## config.mk

```make
export PLATFORM = sky130hd
export DESIGN_NAME = pia_bus_sequencer
export DESIGN_NICKNAME = d
export VERILOG_FILES = /design/src/rtl/pia_bus_sequencer.sv
export SDC_FILE = /design/constraint.sdc
export NUM_CORES = 1
export LEC_CHECK = 0
export BUFFER_PORTS_ARGS = -buffer_cell sky130_fd_sc_hd__buf_2
export CORE_MARGIN = 2
export CORE_UTILIZATION = 50
export DETAILED_ROUTE_END_ITERATION = 10
export PLACE_DENSITY = 0.88
export SYNTH_ARGS = -nofsm -noshare
export SYNTH_HDL_FRONTEND = slang
export SYNTH_SLANG_ARGS = --single-unit
```

## constraint.sdc

```tcl
create_clock -name clk -period 2.3 [get_ports clk]
set_clock_uncertainty 0.15 [all_clocks]
set_input_delay 0.345 -clock clk [delete_from_list [all_inputs] [get_ports clk]]
set_output_delay 0.345 -clock clk [all_outputs]
set_load 0.05 [all_outputs]
```

## src/rtl/pia_bus_sequencer.sv

```systemverilog
// pia_bus_sequencer
// Bus master that owns every register access to one MC6820 PIA. After reset
// it writes a fixed six-step init sequence (DDRs and control registers), then
// serves single-byte host reads/writes over a req/ack handshake.
//
// Optional feature macro: PIA_IRQ_SERVICE_EN
//   When defined, IDLE arbitration serves irqa_n, then irqb_n, then req. An
//   IRQ service is a port read (ORA or ORB) reported on irq_valid/irq_port/
//   irq_data instead of ack. When undefined, the IRQ inputs are ignored and
//   the irq_* outputs stay 0.
//
// Ports:
//   clk, reset          clock, synchronous active-high reset
//   req, req_rw,        host request (req_rw 1=read), register select and
//   req_rs, req_wdata   write data; sampled only in IDLE
//   ack, rdata          one-cycle completion pulse; read data, held until
//                       the next read completes
//   busy, init_done     state != IDLE; init sequence finished
//   pia_cs, pia_rs,     PIA chip selects, register select, rw (1=read),
//   pia_rw, pia_enable, E strobe, write data and read data
//   pia_di, pia_do
//   irqa_n, irqb_n      PIA interrupt requests, active low
//   irq_valid,          IRQ service complete pulse, port (0=A, 1=B) and
//   irq_port, irq_data  the port data read
//
// Handshake: the host raises req with stable fields and holds them until it
// sees ack. A request is only looked at in IDLE; if req is still high in the
// IDLE cycle after ack, a second access starts.
//
// All outputs are registered: each output flop is loaded from the value it
// must have in the state being entered (state_d).
module pia_bus_sequencer #(
   parameter int         SETUP_CYC  = 1,
   parameter int         STROBE_CYC = 2,
   parameter logic [2:0] CS_ACTIVE  = 3'b011,
   parameter logic [2:0] CS_IDLE    = 3'b100,
   parameter logic [7:0] INIT_DDRA  = 8'h00,
   parameter logic [7:0] INIT_CRA   = 8'h04,
   parameter logic [7:0] INIT_DDRB  = 8'hFF,
   parameter logic [7:0] INIT_CRB   = 8'h04
) (
   input  logic       clk,
   input  logic       reset,
   input  logic       req,
   input  logic       req_rw,
   input  logic [1:0] req_rs,
   input  logic [7:0] req_wdata,
   output logic       ack,
   output logic [7:0] rdata,
   output logic       busy,
   output logic       init_done,
   output logic [2:0] pia_cs,
   output logic [1:0] pia_rs,
   output logic       pia_rw,
   output logic       pia_enable,
   output logic [7:0] pia_di,
   input  logic [7:0] pia_do,
   input  logic       irqa_n,
   input  logic       irqb_n,
   output logic       irq_valid,
   output logic       irq_port,
   output logic [7:0] irq_data
);

   typedef enum logic [2:0] {
      S_INIT_LOAD,
      S_SETUP,
      S_STROBE,
      S_HOLD,
      S_ACK,
      S_IDLE
   } state_t;

   localparam logic [7:0] SETUP_LAST  = 8'(SETUP_CYC - 1);
   localparam logic [7:0] STROBE_LAST = 8'(STROBE_CYC - 1);

   state_t     state_q, state_d;
   logic [7:0] cnt_q, cnt_d;           // cycles spent in SETUP or STROBE
   logic [2:0] step_q, step_d;         // init write index 0..5
   logic       irq_kind_q, irq_kind_d; // current access is an IRQ service
   logic       irq_sel_q, irq_sel_d;   // port of the current IRQ service
   logic       init_done_q, init_done_d;
   logic       ack_q, ack_d;
   logic [7:0] rdata_q, rdata_d;
   logic       busy_q, busy_d;
   logic [2:0] pia_cs_q, pia_cs_d;
   logic [1:0] pia_rs_q, pia_rs_d;
   logic       pia_rw_q, pia_rw_d;
   logic       pia_enable_q, pia_enable_d;
   logic [7:0] pia_di_q, pia_di_d;
   logic       irq_valid_q, irq_valid_d;
   logic       irq_port_q, irq_port_d;
   logic [7:0] irq_data_q, irq_data_d;

   always_comb begin
      state_d      = state_q;
      cnt_d        = cnt_q;
      step_d       = step_q;
      irq_kind_d   = irq_kind_q;
      irq_sel_d    = irq_sel_q;
      init_done_d  = init_done_q;
      rdata_d      = rdata_q;
      pia_rs_d     = pia_rs_q;
      pia_rw_d     = pia_rw_q;
      pia_di_d     = pia_di_q;
      irq_port_d   = irq_port_q;
      irq_data_d   = irq_data_q;

      case (state_q)
         S_INIT_LOAD: begin
            // Clear CRx first so the following write lands in the DDR, then
            // restore CRx with bit2 set to select the output register.
            case (step_q)
               3'd0:    begin pia_rs_d = 2'd1; pia_di_d = 8'h00;     end
               3'd1:    begin pia_rs_d = 2'd0; pia_di_d = INIT_DDRA; end
               3'd2:    begin pia_rs_d = 2'd1; pia_di_d = INIT_CRA;  end
               3'd3:    begin pia_rs_d = 2'd3; pia_di_d = 8'h00;     end
               3'd4:    begin pia_rs_d = 2'd2; pia_di_d = INIT_DDRB; end
               default: begin pia_rs_d = 2'd3; pia_di_d = INIT_CRB;  end
            endcase
            pia_rw_d   = 1'b0;
            irq_kind_d = 1'b0;
            cnt_d      = 8'd0;
            state_d    = S_SETUP;
         end
         S_IDLE: begin
`ifdef PIA_IRQ_SERVICE_EN
            if (init_done_q && !irqa_n) begin
               pia_rs_d = 2'd0; pia_rw_d = 1'b1; pia_di_d = 8'h00;
               irq_kind_d = 1'b1; irq_sel_d = 1'b0;
               cnt_d = 8'd0; state_d = S_SETUP;
            end else if (init_done_q && !irqb_n) begin
               pia_rs_d = 2'd2; pia_rw_d = 1'b1; pia_di_d = 8'h00;
               irq_kind_d = 1'b1; irq_sel_d = 1'b1;
               cnt_d = 8'd0; state_d = S_SETUP;
            end else
`endif
            if (req) begin
               pia_rs_d   = req_rs;
               pia_rw_d   = req_rw;
               pia_di_d   = req_rw ? 8'h00 : req_wdata;
               irq_kind_d = 1'b0;
               cnt_d      = 8'd0;
               state_d    = S_SETUP;
            end
         end
         S_SETUP: begin
            if (cnt_q == SETUP_LAST) begin
               cnt_d   = 8'd0;
               state_d = S_STROBE;
            end else begin
               cnt_d = cnt_q + 8'd1;
            end
         end
         S_STROBE: begin
            if (cnt_q == STROBE_LAST) begin
               if (pia_rw_q) begin
                  if (irq_kind_q) irq_data_d = pia_do;
                  else            rdata_d    = pia_do;
               end
               state_d = S_HOLD;
            end else begin
               cnt_d = cnt_q + 8'd1;
            end
         end
         S_HOLD: begin
            if (!init_done_q) begin
               if (step_q == 3'd5) begin
                  init_done_d = 1'b1;
                  state_d     = S_IDLE;
               end else begin
                  step_d  = step_q + 3'd1;
                  state_d = S_INIT_LOAD;
               end
            end else begin
               state_d = S_ACK;
            end
         end
         S_ACK:   state_d = S_IDLE;
         default: state_d = S_INIT_LOAD;
      endcase

      // Output values for the state being entered.
      pia_cs_d     = (state_d == S_SETUP || state_d == S_STROBE ||
                      state_d == S_HOLD) ? CS_ACTIVE : CS_IDLE;
      pia_enable_d = (state_d == S_STROBE);
      busy_d       = (state_d != S_IDLE);
      ack_d        = (state_d == S_ACK) && !irq_kind_q;
      irq_valid_d  = (state_d == S_ACK) && irq_kind_q;
      if (state_d == S_ACK && irq_kind_q) irq_port_d = irq_sel_q;
      if (state_d == S_ACK || state_d == S_IDLE) begin
         pia_rw_d = 1'b1;
         pia_di_d = 8'h00;
      end
`ifndef PIA_IRQ_SERVICE_EN
      irq_valid_d = 1'b0;
      irq_port_d  = 1'b0;
      irq_data_d  = 8'h00;
`endif
   end

   always_ff @(posedge clk) begin
      if (reset) begin
         state_q      <= S_INIT_LOAD;
         cnt_q        <= 8'd0;
         step_q       <= 3'd0;
         irq_kind_q   <= 1'b0;
         irq_sel_q    <= 1'b0;
         init_done_q  <= 1'b0;
         ack_q        <= 1'b0;
         rdata_q      <= 8'h00;
         busy_q       <= 1'b1;
         pia_cs_q     <= CS_IDLE;
         pia_rs_q     <= 2'd0;
         pia_rw_q     <= 1'b1;
         pia_enable_q <= 1'b0;
         pia_di_q     <= 8'h00;
         irq_valid_q  <= 1'b0;
         irq_port_q   <= 1'b0;
         irq_data_q   <= 8'h00;
      end else begin
         state_q      <= state_d;
         cnt_q        <= cnt_d;
         step_q       <= step_d;
         irq_kind_q   <= irq_kind_d;
         irq_sel_q    <= irq_sel_d;
         init_done_q  <= init_done_d;
         ack_q        <= ack_d;
         rdata_q      <= rdata_d;
         busy_q       <= busy_d;
         pia_cs_q     <= pia_cs_d;
         pia_rs_q     <= pia_rs_d;
         pia_rw_q     <= pia_rw_d;
         pia_enable_q <= pia_enable_d;
         pia_di_q     <= pia_di_d;
         irq_valid_q  <= irq_valid_d;
         irq_port_q   <= irq_port_d;
         irq_data_q   <= irq_data_d;
      end
   end

`ifndef PIA_IRQ_SERVICE_EN
   logic unused_irq;
   assign unused_irq = irqa_n ^ irqb_n;
`endif

   assign ack        = ack_q;
   assign rdata      = rdata_q;
   assign busy       = busy_q;
   assign init_done  = init_done_q;
   assign pia_cs     = pia_cs_q;
   assign pia_rs     = pia_rs_q;
   assign pia_rw     = pia_rw_q;
   assign pia_enable = pia_enable_q;
   assign pia_di     = pia_di_q;
   assign irq_valid  = irq_valid_q;
   assign irq_port   = irq_port_q;
   assign irq_data   = irq_data_q;

endmodule

```

==> flow_summary.ini <==
[outcome]
outcome = completed

[min_path]
hold_start = pia_do[1]
whs_endpoint = rdata[1]
worstHoldPathCells = 3
hold_path.class = primary input to flop

[layout]
layout.nets = 294
fin_area_um2 = 2228
syn2layout_area_growth_pct = 18.50
layout-drive-gt1-share_pct = 26.52
fillCellCount = 324
antenna_cells = 0
final_cells = 312

[setup_path]
regToRegSetupSlack_ns = 0.26
reg2reg_from = state_q[0]
slowest_delay_ns = 0.43
path_cells = nor3b_1 -> nand4_2 -> or2_1 -> mux2i_1 -> nor2_1
endpoint_kind = flop
worstPathMaxFanout = 13
crit_family = simple AND/OR/NAND/NOR gates
r2r_end = rdata[7]
cp_slowest_cell = dfxtp_1
required_ns = 2.32
startpoint = state_q[0]
cp-start-kind = flop
cp_num_buf_inv = 0
path_class = flop to flop
arrival_ns = 2.06
r2r_cells = 5

[yosys]
netlist.area_leader.share_pct = 41.52
yosysTopAreaCell = dfxtp_1
yosysWarnings = 0
yosys.cell_types.count = 46
synth_seq_cells = 39
synth_flop_cell = dfxtp_1
avgSynthCellArea_um2 = 8.706
synthTopCellsByArea = dfxtp_1, nor2_1, mux2i_1, ha_1, buf_4
ys_seq_area_share_pct = 41.52
synth-edff-count = 0
syn-cell-area_um2 = 1881
synthCells = 216
async_flop_share_pct = 0

[floorplan]
die_x_um = 65.33
io-pin-count = 60
std_cell_rows = 22
dieHeight_um = 65.33
die_area_um2 = 4267
coreArea_um2 = 3633
start_util_pct = 51.76

[routing]
ant_nets = 0
wirelength_mm = 3.822
drtIter0Drc = 73
drt-pass1-iter-count = 4
vias = 1597
vias_per_cell = 5.119
drc = 0
post_drt_wl_per_cell_um = 12.25

[global_route]
first_global_vias = 1497
antenna_found_initial = 0
grt-ovfl-total = 0
grt_pass1_wl_mm = 6.465
groute.usage.overall_pct = 19.39
grt_max_degree = 23

[power]
power_leakage_nw = 1.062
seq_power_share_pct = 42.3
clock_power_share_pct = 32.8
p_switching_uw = 578.4
comb_power_share_pct = 24.9
ir_worst_vdd_v = 0.0004278
p_sw_share_pct = 32.52
p_int_mw = 1.200
p_per_area_nw_per_um2 = 798.3

[clock_network]
cts_hold_buf = 0
cts_root_buffer = clkbuf_8
cts_made_buffers = 5
cts_setup_buffers = 0
clk_latency_ns = 0.29
htree_levels = 2
cts_buffer_depth = 2
clkTransAtPathRegs_ns = 0.07
cts_tree = done
clock-sinks = 39

[placement]
dp_hpwl_mm = 2.755
io_buffers = 47
placed_area_um2 = 2106
dp_cells = 304
place_congestion = 0.8179

[sta]
holdWs_ns = 0.1314
rsz0062_at_grt = no
drv_slew = 0
hold_viol = 0
setup_viol_count_final = 0
setup_tns_ns = 0
max_freq_ghz = 0.4908
min_period_ns = 2.037
fin_crit_sh_pct = 88.58

[job]
maxCapViolCount = 0
-- cells in the mapped netlist, drive strengths merged (3+ instances only) --
cell	instances
o22ai	4
o21ai	11
nor3	4
inv	9
nor2	31
nand3	7
xor2	5
a21oi	13
buf	17
mux2i	10
and3	5
nor2b	4
ha	7
nand2	18
and2	3
dfxtp	39
-- cells by family (layout without fill, tap and decap cells) --
logic type	count (synthesis)	in the layout	synth area share, %
multiplexers	10	10	5.323
buffers and inverters	28	67	8.517
AND/OR/NAND/NOR	83	83	22.55
adder cells (fa/ha/maj)	7	7	4.657
other	1	10	0.1994
flip-flops	39	39	41.52
AO/OA/AOI/OAI	41	41	13.97
XOR/XNOR	7	7	3.260
-- cell type report --
type	instances	area (um2)	area share [%]
inverter	9	33.78	1.516
timing repair buffer	50	257.7	11.57
multi-input combinational	158	978.4	43.91
sequential	39	780.7	35.04
clock inverter	2	35.03	1.572
tap	48	60.06	2.695
clock buffer	6	82.58	3.706
-- worst max path at each step --
stage | slack (ns) | depth (start not counted) | to
6_report | 0.26 | 5 | rdata[7]
5_1_grt | 0.08 | 7 | pia_di[4]
4_1_cts | 0.19 | 7 | pia_di[1]
3_5_place_dp | 0.21 | 7 | pia_di[1]
3_3_place_gp | 0.32 | 7 | pia_di[4]
2_1_floorplan | 0.57 | 7 | pia_di[0]
-- routing by layer --
metal / vias up / wire length (um) / GRT usage [%]
met5: - / 0 / 0
li1: 807 / - / -
met4: 0 / 46 / 7.552
met3: 6 / 189 / 5.137
met1: 738 / 1679 / 22.58
met2: 46 / 1907 / 33.80
-- worst min-delay path: stages --
cell and delay (ns):
buf_2 0.08, mux2i_1 0.05, nor2_1 0.07
-- power by group through the flow --
stage | logic (mW) | clock network [mW] | registers [mW]
final | 0.443 | 0.583 | 0.753
after global routing | 0.477 | 0.631 | 0.760
after CTS | 0.441 | 0.593 | 0.753
after detailed placement | 0.437 | 0 | 0.769
after global placement | 0.429 | 0 | 0.767
after floorplan | 0.235 | 0 | 0.885
-- registers in the layout, indices dropped and copies added, names as in the netlist --
name / flops
ack: 1
rdata: 8
pia_enable: 1
busy: 1
pia_rs: 2
pia_rw: 1
init_done: 1
pia_di: 8
cnt_q: 8
step_q: 3
pia_cs: 2
state_q: 3
-- what timing repair did --
action | CTS | global route
endpoints found under the setup margin | 0 | 5
gates resized for setup | 0 | 1
endpoints found under the hold margin | 0 | 0
-- cell usage in the layout (no fill, tap or decap), drive strengths merged, types with 3 or more instances in the layout --
cell	n
clkbuf	6
conb	10
nor2b	4
a21oi	13
o21ai	11
and2	3
mux2i	10
ha	7
and3	5
nand3	7
inv	9
dfxtp	39
nand2	18
o22ai	4
nor3	4
buf	50
nor2	31
xor2	5
-- through the flow --
stage | total power [mW] | worst slack [ns] | util, %
final | 1.779 | 0.2626 | 61.33
after global routing | 1.869 | 0.07609 | 61.33
after CTS | 1.787 | 0.1926 | 61.19
after detailed placement | 1.205 | 0.2120 | 57.95
after global placement | 1.196 | 0.3206 | 57.95
after floorplan | 1.120 | 0.5656 | -
(Power assumes the default switching activity.)
